==> config.mk <==
export PLATFORM = sky130hd
export DESIGN_NAME = uart_tx_engine_flat
export DESIGN_NICKNAME = d
export VERILOG_FILES = /design/src/rtl/uart_tx_engine_if.sv /design/src/rtl/uart_tx_engine.sv /design/src/flat_wrapper.sv
export SDC_FILE = /design/constraint.sdc
export NUM_CORES = 1
export LEC_CHECK = 0
export BUFFER_PORTS_ARGS = -buffer_cell sky130_fd_sc_hd__buf_2
export CAP_MARGIN = 10
export CORE_MARGIN = 3
export CORE_UTILIZATION = 30
export CTS_CLUSTER_SIZE = 25
export DETAILED_ROUTE_END_ITERATION = 6
export PLACE_DENSITY_LB_ADDON = 0.08
export REMOVE_ABC_BUFFERS = 1
export SETUP_SLACK_MARGIN = 0.02
export SYNTH_ARGS = -nofsm -noshare
export SYNTH_HDL_FRONTEND = slang
export SYNTH_SLANG_ARGS = --single-unit
==> constraint.sdc <==
create_clock -name clk_i -period 4.4 [get_ports clk_i]
set_input_delay 0.44 -clock clk_i [delete_from_list [all_inputs] [get_ports clk_i]]
set_output_delay 0.44 -clock clk_i [all_outputs]
set_load 0.03 [all_outputs]
==> src/rtl/uart_tx_engine_if.sv <==
// Transmit-side signal bundle between the bus controller / baud generator and uart_tx_engine.
// The master side drives data, strobes and format; the engine (slave) drives txd and status.
interface uart_tx_engine_if;
  logic [7:0] tx_data_i;
  logic       tx_wr_i;
  logic       parity_en_i;
  logic       parity_odd_i;
  logic       stop2_i;
  logic       baud_tick_i;
  logic       baud_en_o;
  logic       txd_o;
  logic       tx_ready_o;
  logic       tx_busy_o;
  logic       tx_done_o;
  logic       tx_ovr_o;

  modport master (
    output tx_data_i, tx_wr_i, parity_en_i, parity_odd_i, stop2_i, baud_tick_i,
    input  baud_en_o, txd_o, tx_ready_o, tx_busy_o, tx_done_o, tx_ovr_o
  );

  modport slave (
    input  tx_data_i, tx_wr_i, parity_en_i, parity_odd_i, stop2_i, baud_tick_i,
    output baud_en_o, txd_o, tx_ready_o, tx_busy_o, tx_done_o, tx_ovr_o
  );
endinterface

==> src/rtl/uart_tx_engine.sv <==
// UART transmit engine: one-entry holding register feeding an LSB-first serialiser that
// produces start / 8 data / optional parity / 1-or-2 stop frames, one bit per baud tick.
module uart_tx_engine (
  input logic             clk_i,
  input logic             rst_i,
  uart_tx_engine_if.slave tx
);

  typedef enum logic [2:0] {StIdle, StStart, StData, StParity, StStop1, StStop2} state_e;

  state_e     state_q, state_d;
  logic [7:0] hold_q, hold_d, sh_q, sh_d;
  logic       hold_full_q, hold_full_d;
  logic [2:0] cnt_q, cnt_d;
  logic       par_q, par_d;
  logic       par_en_q, par_en_d, par_odd_q, par_odd_d, stop2_q, stop2_d;
  logic       txd_q, txd_d, baud_en_q, baud_en_d, done_q, done_d, ovr_q, ovr_d;
  logic       ready_q, busy_q;
  logic       wr_ok, load, frame_end;

  always_comb begin
    state_d     = state_q;
    hold_d      = hold_q;
    hold_full_d = hold_full_q;
    sh_d        = sh_q;
    cnt_d       = cnt_q;
    par_d       = par_q;
    par_en_d    = par_en_q;
    par_odd_d   = par_odd_q;
    stop2_d     = stop2_q;
    txd_d       = txd_q;
    baud_en_d   = baud_en_q;
    done_d      = 1'b0;
    load        = 1'b0;
    frame_end   = 1'b0;
    wr_ok       = tx.tx_wr_i & ready_q;
    ovr_d       = ovr_q | (tx.tx_wr_i & ~ready_q);

    unique case (state_q)
      StIdle: begin
        txd_d     = 1'b1;
        baud_en_d = 1'b0;
        load      = hold_full_q;
      end
      StStart: begin
        if (tx.baud_tick_i) begin
          txd_d   = sh_q[0];
          cnt_d   = 3'd0;
          state_d = StData;
        end
      end
      StData: begin
        if (tx.baud_tick_i) begin
          sh_d  = {1'b0, sh_q[7:1]};
          par_d = par_q ^ sh_q[0];
          if (cnt_q == 3'd7) begin
            if (par_en_q) begin
              state_d = StParity;
              txd_d   = par_q ^ sh_q[0] ^ par_odd_q;
            end else begin
              state_d = StStop1;
              txd_d   = 1'b1;
            end
          end else begin
            cnt_d = cnt_q + 3'd1;
            txd_d = sh_q[1];
          end
        end
      end
      StParity: begin
        if (tx.baud_tick_i) begin
          state_d = StStop1;
          txd_d   = 1'b1;
        end
      end
      StStop1: begin
        if (tx.baud_tick_i) begin
          if (stop2_q) state_d = StStop2;
          else         frame_end = 1'b1;
        end
      end
      StStop2: begin
        frame_end = tx.baud_tick_i;
      end
      default: state_d = StIdle;
    endcase

    if (frame_end) begin
      done_d = 1'b1;
      if (hold_full_q) begin
        load = 1'b1;
      end else begin
        state_d   = StIdle;
        baud_en_d = 1'b0;
        txd_d     = 1'b1;
      end
    end

    // Format is captured with the byte so mid-frame changes cannot corrupt the frame.
    if (load) begin
      sh_d        = hold_q;
      hold_full_d = 1'b0;
      par_d       = 1'b0;
      par_en_d    = tx.parity_en_i;
      par_odd_d   = tx.parity_odd_i;
      stop2_d     = tx.stop2_i;
      state_d     = StStart;
      txd_d       = 1'b0;
      baud_en_d   = 1'b1;
    end

    if (wr_ok) begin
      hold_d      = tx.tx_data_i;
      hold_full_d = 1'b1;
    end
  end

  always_ff @(posedge clk_i) begin
    if (!rst_i) begin
      state_q     <= StIdle;
      hold_q      <= 8'h00;
      hold_full_q <= 1'b0;
      sh_q        <= 8'h00;
      cnt_q       <= 3'd0;
      par_q       <= 1'b0;
      par_en_q    <= 1'b0;
      par_odd_q   <= 1'b0;
      stop2_q     <= 1'b0;
      txd_q       <= 1'b1;
      baud_en_q   <= 1'b0;
      done_q      <= 1'b0;
      ovr_q       <= 1'b0;
      ready_q     <= 1'b1;
      busy_q      <= 1'b0;
    end else begin
      state_q     <= state_d;
      hold_q      <= hold_d;
      hold_full_q <= hold_full_d;
      sh_q        <= sh_d;
      cnt_q       <= cnt_d;
      par_q       <= par_d;
      par_en_q    <= par_en_d;
      par_odd_q   <= par_odd_d;
      stop2_q     <= stop2_d;
      txd_q       <= txd_d;
      baud_en_q   <= baud_en_d;
      done_q      <= done_d;
      ovr_q       <= ovr_d;
      ready_q     <= ~hold_full_d;
      busy_q      <= (state_d != StIdle) | hold_full_d;
    end
  end

  assign tx.txd_o      = txd_q;
  assign tx.baud_en_o  = baud_en_q;
  assign tx.tx_ready_o = ready_q;
  assign tx.tx_busy_o  = busy_q;
  assign tx.tx_done_o  = done_q;
  assign tx.tx_ovr_o   = ovr_q;

endmodule

==> src/flat_wrapper.sv <==
// flat-port wrapper written by rule: the top's interface ports become plain ports
module uart_tx_engine_flat 
  (clk_i, rst_i, tx_tx_data_i, tx_tx_wr_i, tx_parity_en_i, tx_parity_odd_i, tx_stop2_i, tx_baud_tick_i, tx_baud_en_o, tx_txd_o, tx_tx_ready_o, tx_tx_busy_o, tx_tx_done_o, tx_tx_ovr_o);
  uart_tx_engine_if tx_i ();
  input logic clk_i;
  input logic rst_i;
  input wire logic [$bits(tx_i.tx_data_i)-1:0] tx_tx_data_i;
  input wire logic [$bits(tx_i.tx_wr_i)-1:0] tx_tx_wr_i;
  input wire logic [$bits(tx_i.parity_en_i)-1:0] tx_parity_en_i;
  input wire logic [$bits(tx_i.parity_odd_i)-1:0] tx_parity_odd_i;
  input wire logic [$bits(tx_i.stop2_i)-1:0] tx_stop2_i;
  input wire logic [$bits(tx_i.baud_tick_i)-1:0] tx_baud_tick_i;
  output wire logic [$bits(tx_i.baud_en_o)-1:0] tx_baud_en_o;
  output wire logic [$bits(tx_i.txd_o)-1:0] tx_txd_o;
  output wire logic [$bits(tx_i.tx_ready_o)-1:0] tx_tx_ready_o;
  output wire logic [$bits(tx_i.tx_busy_o)-1:0] tx_tx_busy_o;
  output wire logic [$bits(tx_i.tx_done_o)-1:0] tx_tx_done_o;
  output wire logic [$bits(tx_i.tx_ovr_o)-1:0] tx_tx_ovr_o;
  assign tx_i.tx_data_i = tx_tx_data_i;
  assign tx_i.tx_wr_i = tx_tx_wr_i;
  assign tx_i.parity_en_i = tx_parity_en_i;
  assign tx_i.parity_odd_i = tx_parity_odd_i;
  assign tx_i.stop2_i = tx_stop2_i;
  assign tx_i.baud_tick_i = tx_baud_tick_i;
  assign tx_baud_en_o = tx_i.baud_en_o;
  assign tx_txd_o = tx_i.txd_o;
  assign tx_tx_ready_o = tx_i.tx_ready_o;
  assign tx_tx_busy_o = tx_i.tx_busy_o;
  assign tx_tx_done_o = tx_i.tx_done_o;
  assign tx_tx_ovr_o = tx_i.tx_ovr_o;
  uart_tx_engine u_core (.clk_i(clk_i), .rst_i(rst_i), .tx(tx_i));
endmodule
==> run_results.csv, run 1 <==
group,metric,value,unit
status,status,"finished clean",
clocking,cts_made_buffers,5,
placement,hpwl,2290,um
clocking,cts_tree,"built",
timing,rsz0062_at_grt,"no",
placement,port_buffers,20,
critical_path,r2r_cells,5,
clocking,cts-root-buf,"clkbuf_8",
timing,post-route-min-period,1.89,ns
critical_path,endpoint_kind,"flop",
grt,antenna_found_initial,0,
detailed_routing,routedWlPerCell,13.3,um
yosys,syn_area_per_cell,8.41,sq um
timing,drv_slew,0,
detailed_routing,viasPerCell,4.88,
clocking,cts_resized,0,
timing,max-slew-margin-rel,59.5,%
floorplan,initial_utilization,32.4,%
min_path,hp-start,"rst_i",
critical_path,worst_ep_arrival_time,2.04,ns
floorplan,die_w,76.2,um
critical_path,worst_path_max_delay_cell,"dfxtp_1",
timing,fmax,529,MHz
critical_path,reg2reg_from,"u_core.state_q[1]",
grt,grt_pass1_wl,6120,um
critical_path,critical-path-top-delay-family,"simple AND/OR/NAND/NOR gates",
clocking,hold_buffers,0,
clocking,cts.sinks,33,
power,power,604,uW
yosys,ys_seq_area_share,44.6,%
floorplan,dieArea,0.00581,sq mm
layout,diodes,0,
detailed_routing,drc,0,
run,drv_cap,0,
clocking,htree_num_levels,2,
critical_path,cp_slowest_stage_delay,0.65,ns
min_path,hold_end,"u_core.tx.txd_o",
clocking,path_clk_slew,0.07,ns
layout,drive_gt1_share,17.7,%
floorplan,io_pins,21,
timing,setup_violations,0,
detailed_routing,routed_wl,3420,um
placement,place_congestion,0.791,
grt,grt_pass1_vias,1232,
floorplan,core_area,0.00456,sq mm
power,power.density,361,mW/mm^2
yosys,synthCells,176,
timing,fin_skew,0.00434,ns
detailed_routing,ant_nets,0,
power,p_leak,0.655,nW
power,vdd.ir_drop.worst,192,uV
critical_path,cp_num_buf_inv,0,
clocking,cts_setup_buffers,0,
layout,ff_latch_area,661,sq um
clocking,insertion_delay,0.28,ns
layout,multi_input_area,733,sq um
floorplan,fp-row-count,24,
clocking,clockBufferDepth,2,
critical_path,crit_type,"flop to flop",
yosys,ys_seq_elements,33,
timing,post-route-period-util,43.0,%
critical_path,regToRegEndpoint,"u_core.sh_q[4]",
floorplan,die_y,76.2,um
min_path,hp-class,"input pin to flop",
critical_path,crit_fanout,16,
layout,area_delta_synth_final,13.2,%
detailed_routing,drtIter0Drc,151,
layout,fin_nets,210,
critical_path,worst_ep_required_time,4.55,ns
grt,grt_usage,13.2,%
critical_path,crit_start,"u_core.state_q[1]",
timing,hold_viol,0,
detailed_routing,dr.pass1.iters,6,
grt,grt_overflow_total,0,
detailed_routing,vias,1253,
min_path,hold_depth,2,
yosys,syn_area,0.00148,sq mm
critical_path,rrSetupSlack,2.51,ns
yosys,ys_warn_count,0,
critical_path,crit_path_start_kind,"flop",
layout,fillers,503,
timing,fin_tns_setup,0,ns
critical_path,path_cells,"nor3b_2 -> and2_4 -> a311oi_4 -> a222oi_1 -> nor2_1",
yosys,ys_types,39,
timing,worstMarginPinSlew,0.607,ns
grt,grt_max_degree,29,
synthesized netlist by cell type:
cell type / number / area (sq um)
a211oi_1: 4 / 30.0
a21oi_1: 19 / 95.1
a21oi_2: 1 / 8.76
a222oi_1: 6 / 60.1
a311oi_4: 1 / 26.3
a31oi_1: 1 / 6.26
a31oi_2: 1 / 12.5
a41oi_1: 1 / 8.76
and2_1: 1 / 6.26
and2_4: 1 / 8.76
buf_1: 2 / 7.51
buf_2: 3 / 15.0
buf_4: 1 / 7.51
buf_6: 2 / 22.5
clkbuf_1: 2 / 7.51
dfxtp_1: 33 / 661
ha_1: 2 / 25.0
inv_1: 6 / 22.5
inv_2: 1 / 3.75
mux2i_1: 2 / 20.0
nand2_1: 35 / 131
nand2b_1: 3 / 18.8
nand3b_1: 3 / 22.5
nor2_1: 17 / 63.8
nor2_2: 1 / 6.26
nor2b_1: 3 / 18.8
nor3_1: 4 / 20.0
nor3b_2: 1 / 12.5
o211ai_1: 1 / 7.51
o21ai_0: 5 / 25.0
o221ai_1: 1 / 8.76
o22ai_1: 3 / 18.8
o32ai_1: 1 / 8.76
or2_0: 2 / 12.5
or2_1: 1 / 6.26
or3_1: 1 / 6.26
or3_4: 1 / 11.3
xnor2_1: 2 / 17.5
xor2_1: 1 / 8.76
routing by layer:
metal / track usage, % / wire length [um]
met5: 0 / 0
met4: 4.17 / 24
met3: 5.32 / 145
met2: 19.7 / 1590
met1: 17.4 / 1660
registers in the layout, indices dropped and copies added, names as in the netlist:
| register | flops |
|---|---|
| u_core.stop2_q | 1 |
| u_core.hold_q | 8 |
| u_core.par_odd_q | 1 |
| u_core.par_en_q | 1 |
| u_core.par_q | 1 |
| u_core.tx.baud_en_o | 1 |
| u_core.tx.txd_o | 1 |
| u_core.tx.tx_done_o | 1 |
| u_core.state_q | 3 |
| u_core.tx.tx_busy_o | 1 |
| u_core.tx.tx_ready_o | 1 |
| u_core.cnt_q | 3 |
| u_core.sh_q | 8 |
| u_core.tx.tx_ovr_o | 1 |
| u_core.hold_full_q | 1 |
worst max path at each step:
| stage | slack, ns | to | cells past startpoint |
|---|---|---|---|
| finish | 2.51 | u_core.sh_q[4] | 5 |
| global route | 2.33 | u_core.sh_q[1] | 5 |
| CTS | 2.53 | u_core.sh_q[4] | 5 |
| detailed placement | 2.56 | u_core.sh_q[3] | 5 |
| global placement | 2.63 | u_core.sh_q[2] | 5 |
| floorplan | 2.77 | u_core.cnt_q[1] | 7 |
final cells by class:
type / instances / share of cell area [%]
repair buffers: 20 / 5.97
clock inverters: 1 / 0.299
inverters: 7 / 1.57
flip-flops and latches: 33 / 39.4
multi-input cells: 126 / 43.8
clock buffers: 5 / 4.11
well taps: 65 / 4.85
metrics by stage:
| step | instance area [sq um] | hold slack (ns) | worst slack, ns | instances | util, % |
|---|---|---|---|---|---|
| final | 1680 | 0.392 | 2.51 | 257 | 36.7 |
| after global routing | 1680 | 0.377 | 2.33 | 257 | 36.7 |
| after CTS | 1680 | 0.381 | 2.53 | 257 | 36.7 |
| after detailed placement | 1600 | 0.453 | 2.56 | 251 | 35.1 |
| after global placement | 1600 | 0.443 | 2.63 | 251 | 35.1 |
| after floorplan | 1420 | 0.432 | 2.77 | 166 | - |
logic make-up after synthesis:
| group | Yosys count | synth area share [%] |
|---|---|---|
| xor+xnor | 3 | 1.78 |
| mux | 2 | 1.35 |
| simple gates | 74 | 23.3 |
| compound gates | 45 | 21.4 |
| buf+inv | 17 | 5.83 |
| fa+ha+maj | 2 | 1.69 |
| flops | 33 | 44.6 |
power by group:
part / internal (mW) / switching [mW]
logic: 0.0270 / 0.0455
clock network: 0.104 / 0.104
registers: 0.312 / 0.0118
placed cells by master (no fill, tap or decap), types with 2 or more instances in the layout:
cell	count
clkbuf_8	5
nor3_1	4
ha_1	2
o22ai_1	3
nand2_1	35
a222oi_1	6
mux2i_1	2
a211oi_1	4
o21ai_0	5
xnor2_1	2
dfxtp_1	33
nand3b_1	3
or2_0	2
nand2b_1	3
buf_2	20
inv_1	6
a21oi_1	19
nor2b_1	3
nor2_1	17
Note: power is estimated with default switching activity, not from simulation.
==> run 2, diff against run 1 <==
==> constraint.sdc (replaced) <==
create_clock -name clk_i -period 1.8 [get_ports clk_i]
set_input_delay 0.18 -clock clk_i [delete_from_list [all_inputs] [get_ports clk_i]]
set_output_delay 0.18 -clock clk_i [all_outputs]
set_load 0.03 [all_outputs]
==> run_results.csv, run 2 (synthesized netlist as in run 1, its figures left out) <==
group,metric,value,unit
critical_path,endpoint_kind,"flop",
detailed_routing,drtIter0Drc,116,
power,power.density,873,mW/mm^2
clocking,cts_resized,0,
clocking,cts.sinks,33,
layout,layout_commonest_cell,"nand2_1",
timing,rsz0062_at_grt,"no",
clocking,path_clk_slew,0.07,ns
critical_path,worst_ep_required_time,2.01,ns
grt,grt_pass1_vias,1218,
layout,multi_input_area,738,sq um
timing,post-route-min-period,1.65,ns
clocking,hold_buffers,0,
layout,diodes,0,
clocking,htree_num_levels,2,
timing,fmax,605,MHz
detailed_routing,dr.pass1.iters,4,
floorplan,fp-row-count,24,
floorplan,die_w,76.2,um
clocking,cts_setup_buffers,0,
clocking,cts-root-buf,"clkbuf_8",
floorplan,dieArea,0.00581,sq mm
critical_path,worst_ep_arrival_time,1.87,ns
critical_path,crit_path_start_kind,"flop",
grt,grt_overflow_total,0,
placement,port_buffers,20,
grt,grt_usage,13.0,%
timing,setup_violations,0,
detailed_routing,viasPerCell,4.90,
timing,fin_tns_setup,0,ns
detailed_routing,vias,1314,
layout,finalNonFillerCells,268,
layout,final_cell_mix,"nand2_1, dfxtp_1, buf_2",
detailed_routing,ant_nets,0,
critical_path,crit_start,"u_core.cnt_q[0]",
timing,max-slew-margin-rel,67.6,%
detailed_routing,routed_wl,3590,um
placement,hpwl,2540,um
timing,drv_slew,0,
critical_path,reg2reg_from,"u_core.cnt_q[0]",
floorplan,io_pins,21,
status,status,"finished clean",
layout,fillers,505,
timing,fin_skew,0.00535,ns
placement,place_congestion,0.879,
critical_path,crit_fanout,5,
floorplan,die_y,76.2,um
critical_path,crit_type,"flop to flop",
layout,reg.largest.list,"u_core.hold_q x8, u_core.sh_q x8",
min_path,hp-start,"tx_parity_odd_i",
clocking,clockBufferDepth,2,
clocking,cts_made_buffers,5,
clocking,insertion_delay,0.28,ns
floorplan,core_area,0.00456,sq mm
layout,fin_nets,220,
timing,post-route-period-util,91.8,%
grt,grt_max_degree,29,
power,vdd.ir_drop.worst,328,uV
layout,ff_latch_area,662,sq um
timing,worstMarginPinSlew,0.486,ns
timing,hold_viol,0,
detailed_routing,drc,0,
detailed_routing,routedWlPerCell,13.4,um
grt,grt_pass1_wl,6070,um
layout,drive_gt1_share,23.2,%
power,p_leak,0.711,nW
placement,placed_cells,261,
clocking,cts_tree,"built",
floorplan,initial_utilization,32.4,%
grt,antenna_found_initial,0,
min_path,hp-class,"input pin to flop",
layout,area_delta_synth_final,19.5,%
run,drv_cap,0,
## run 2: changes by cell type in the layout (fill, tap and decap cells not counted)
cell / change
dfxtp_2: +1
clkinv_2: -1
dfxtp_1: -1
nor2_1: -1
ha_1: -1
clkbuf_8: +1
nor2_2: +1
clkbuf_1: +1
ha_2: +1
buf_4: +10
## run 2: layer usage
metal / vias up / share of wire, % / global-route usage (%)
met5: - / 0 / 0
met4: 0 / 1.2 / 4.35
met3: 4 / 5.4 / 4.26
met2: 34 / 47 / 20.5
met1: 610 / 46 / 16.7
li1: 666 / - / -
## run 2: per-stage QoR
| step | power (mW) | setup WS (ns) | hold slack (ns) | util [%] | instance area, sq um |
|---|---|---|---|---|---|
| final | 1.55 | 0.148 | 0.131 | 38.8 | 1770 |
| after global routing | 1.63 | 0.0424 | 0.116 | 38.8 | 1770 |
| after CTS | 1.57 | 0.0736 | 0.121 | 38.6 | 1760 |
| after detailed placement | 1.00 | 0.0884 | 0.418 | 36.7 | 1680 |
| after global placement | 0.999 | 0.158 | 0.417 | 36.7 | 1680 |
| after floorplan | 0.922 | 0.172 | 0.259 | - | 1420 |
## run 2: cell type report
type,instances,area share (%)
Timing Repair Buffer,30,9.90
Multi-Input combinational cell,126,41.7
Sequential cell,33,37.4
Inverter,7,1.49
Clock buffer,7,4.88
Tap cell,65,4.60
## run 2: worst paths after layout
path	to	slack, ns	cells past startpoint
worst max-delay path	u_core.cnt_q[2]	0.15	7
worst min-delay path	u_core.par_odd_q	0.13	3
worst max register to register	u_core.cnt_q[2]	0.15	7
worst min register to register	u_core.hold_q[3]	0.46	2
## run 2: critical path: stages, from the launching register on
cell	delay (ns)
dfxtp_2	0.33
ha_1	0.19
ha_2	0.20
nor2_2	0.07
mux2i_1	0.07
or3_4	0.36
or2_0	0.23
a21oi_1	0.13
## run 2: power breakdown
part | total, mW | switching (mW) | internal, mW | leakage (nW)
combinational | 0.197 | 0.119 | 0.0775 | 0.397
sequential | 0.787 | 0.0246 | 0.763 | 0.270
clock | 0.561 | 0.258 | 0.303 | 0.0443
total | 1.55 | 0.402 | 1.14 | 0.711
==> run 3, diff against run 2 <==
--- a/config.mk
+++ b/config.mk
@@ -12,6 +12,7 @@
 export CTS_CLUSTER_SIZE = 25
 export DETAILED_ROUTE_END_ITERATION = 6
 export PLACE_DENSITY_LB_ADDON = 0.08
+export RECOVER_POWER = 25
 export REMOVE_ABC_BUFFERS = 1
 export SETUP_SLACK_MARGIN = 0.02
 export SYNTH_ARGS = -nofsm -noshare
==> constraint.sdc (replaced) <==
create_clock -name clk_i -period 1.4 [get_ports clk_i]
set_input_delay 0.14 -clock clk_i [delete_from_list [all_inputs] [get_ports clk_i]]
set_output_delay 0.14 -clock clk_i [all_outputs]
set_load 0.03 [all_outputs]
==> run_results.csv, run 3 (synthesized netlist as in run 1, its figures left out) <==
group,metric,value,unit
clocking,path_clk_slew,0.07,ns
critical_path,cp_slowest_stage_delay,0.35,ns
placement,place_congestion,0.839,
floorplan,die_w,76.2,um
power,p_leak,0.844,nW
timing,post-route-min-period,1.58,ns
detailed_routing,routed_wl,3910,um
timing,rsz0062_at_grt,"yes",
grt,grt_usage,13.8,%
layout,final_cell_mix,"nand2_1, dfxtp_1, buf_4",
timing,setup_violations,10,
critical_path,cp_num_buf_inv,0,
detailed_routing,dr.max_layer_used,"met4",
timing,post-route-period-util,113,%
placement,hpwl,2720,um
grt,grt_pass1_wl,6420,um
critical_path,worst_path_max_delay_cell,"or3_4",
status,status,"finished with violations",
clocking,cts.sinks,33,
detailed_routing,wl_met2,1900,um
critical_path,crit_type,"flop to flop",
critical_path,crit_fanout,4,
run,drv_cap,0,
min_path,hold_depth,2,
layout,design_area,0.00212,sq mm
grt,grt_max_degree,29,
timing,setup_slack,-0.181,ns
floorplan,dieArea,0.00581,sq mm
detailed_routing,dr.pass1.iters,6,
timing,worstMarginPinSlew,0.476,ns
clocking,cts_made_buffers,5,
placement,post_dp_cell_area,0.00180,sq mm
power,vdd.ir_drop.worst,547,uV
critical_path,critical-path-top-delay-family,"simple AND/OR/NAND/NOR gates",
critical_path,endpoint_kind,"flop",
layout,reg.largest.list,"u_core.hold_q x8, u_core.sh_q x8",
critical_path,worst_ep_arrival_time,1.79,ns
clocking,htree_num_levels,2,
clocking,insertion_delay,0.28,ns
detailed_routing,vias,1421,
layout,fin_nets,240,
layout,fillers,480,
detailed_routing,drc,0,
detailed_routing,ant_nets,0,
critical_path,cp.depth,7,
detailed_routing,drtIter0Drc,122,
critical_path,crit_path_start_kind,"flop",
critical_path,r2r_cells,7,
floorplan,fp-row-count,24,
clocking,cts_tree,"built",
critical_path,path_cells,"ha_4 -> ha_4 -> nor2_2 -> mux2i_1 -> or3_4 -> or2_1 -> a21oi_1",
status,violations,"negative setup slack",
detailed_routing,wl_met1,1820,um
timing,fin_skew,0.00510,ns
timing,fmax,633,MHz
clocking,clockBufferDepth,2,
grt,grt_pass1_vias,1395,
detailed_routing,routedWlPerCell,13.5,um
floorplan,core_area,0.00456,sq mm
layout,finish.utilization,46.4,%
grt,grt_overflow_total,0,
floorplan,die_y,76.2,um
detailed_routing,wl_met3,146,um
floorplan,initial_utilization,32.4,%
power,power.density,1070,mW/mm^2
timing,drv_slew,0,
layout,area_delta_synth_final,43.0,%
layout,layout_commonest_cell,"nand2_1",
critical_path,reg2reg_from,"u_core.cnt_q[1]",
placement,port_buffers,20,
layout,diodes,0,
layout,drive_gt1_share,37.1,%
critical_path,crit_start,"u_core.cnt_q[1]",
min_path,hp-start,"rst_i",
detailed_routing,viasPerCell,4.92,
timing,max-slew-margin-rel,68.2,%
timing,hold_viol,0,
floorplan,io_pins,21,
critical_path,path_common_cell,"ha_4",
critical_path,worst_ep_required_time,1.61,ns
min_path,hp-class,"input pin to flop",
clocking,cts-root-buf,"clkbuf_8",
grt,antenna_found_initial,0,
==> run 3: per-layer routing <==
layer / up-vias / global-route usage [%]
li1: 707 / -
met1: 678 / 17.2
met2: 30 / 22.7
met3: 6 / 3.78
met4: 0 / 5.07
met5: - / 0
==> run 3: layout make-up <==
| cell class | instances | area (sq um) | share of cell area [%] |
|---|---|---|---|
| Timing Repair Buffer | 50 | 353 | 16.7 |
| Clock inverter | 1 | 30.0 | 1.42 |
| Inverter | 7 | 26.3 | 1.24 |
| Sequential cell | 33 | 672 | 31.7 |
| Tap cell | 65 | 81.3 | 3.84 |
| Clock buffer | 7 | 86.3 | 4.08 |
| Multi-Input combinational cell | 126 | 868 | 41.0 |
==> run 3: path summary, 6_finish.rpt <==
kind	end	slack (ns)
max	u_core.cnt_q[2]	-0.18
min	u_core.tx.txd_o	0.1
max reg2reg	u_core.cnt_q[2]	-0.18
min reg2reg	u_core.sh_q[7]	0.45
==> run 3: metrics by stage <==
stage / TNS [ns] / hold slack, ns / setup slack (ns) / total power, mW / std cells
after floorplan: -1.54 / 0.219 / -0.228 / 1.19 / 166
after global placement: -2.10 / 0.373 / -0.228 / 1.32 / 276
after detailed placement: -2.36 / 0.371 / -0.274 / 1.33 / 276
after CTS: -0.729 / 0.0814 / -0.215 / 2.26 / 286
after global routing: -1.97 / 0.0848 / -0.264 / 2.37 / 289
final: -0.734 / 0.0960 / -0.181 / 2.27 / 289
==> run 3: repair_timing <==
item / CTS / global route
buffers inserted: 3 / 4
hold buffers: 0 / 0
pin swaps: 24 / 23
resized for setup: 26 / 14
setup endpoints to repair: 19 / 20
==> run 3: power breakdown <==
group	internal, mW	switching [mW]
combinational	0.155	0.183
clock	0.580	0.338
sequential	0.978	0.0329
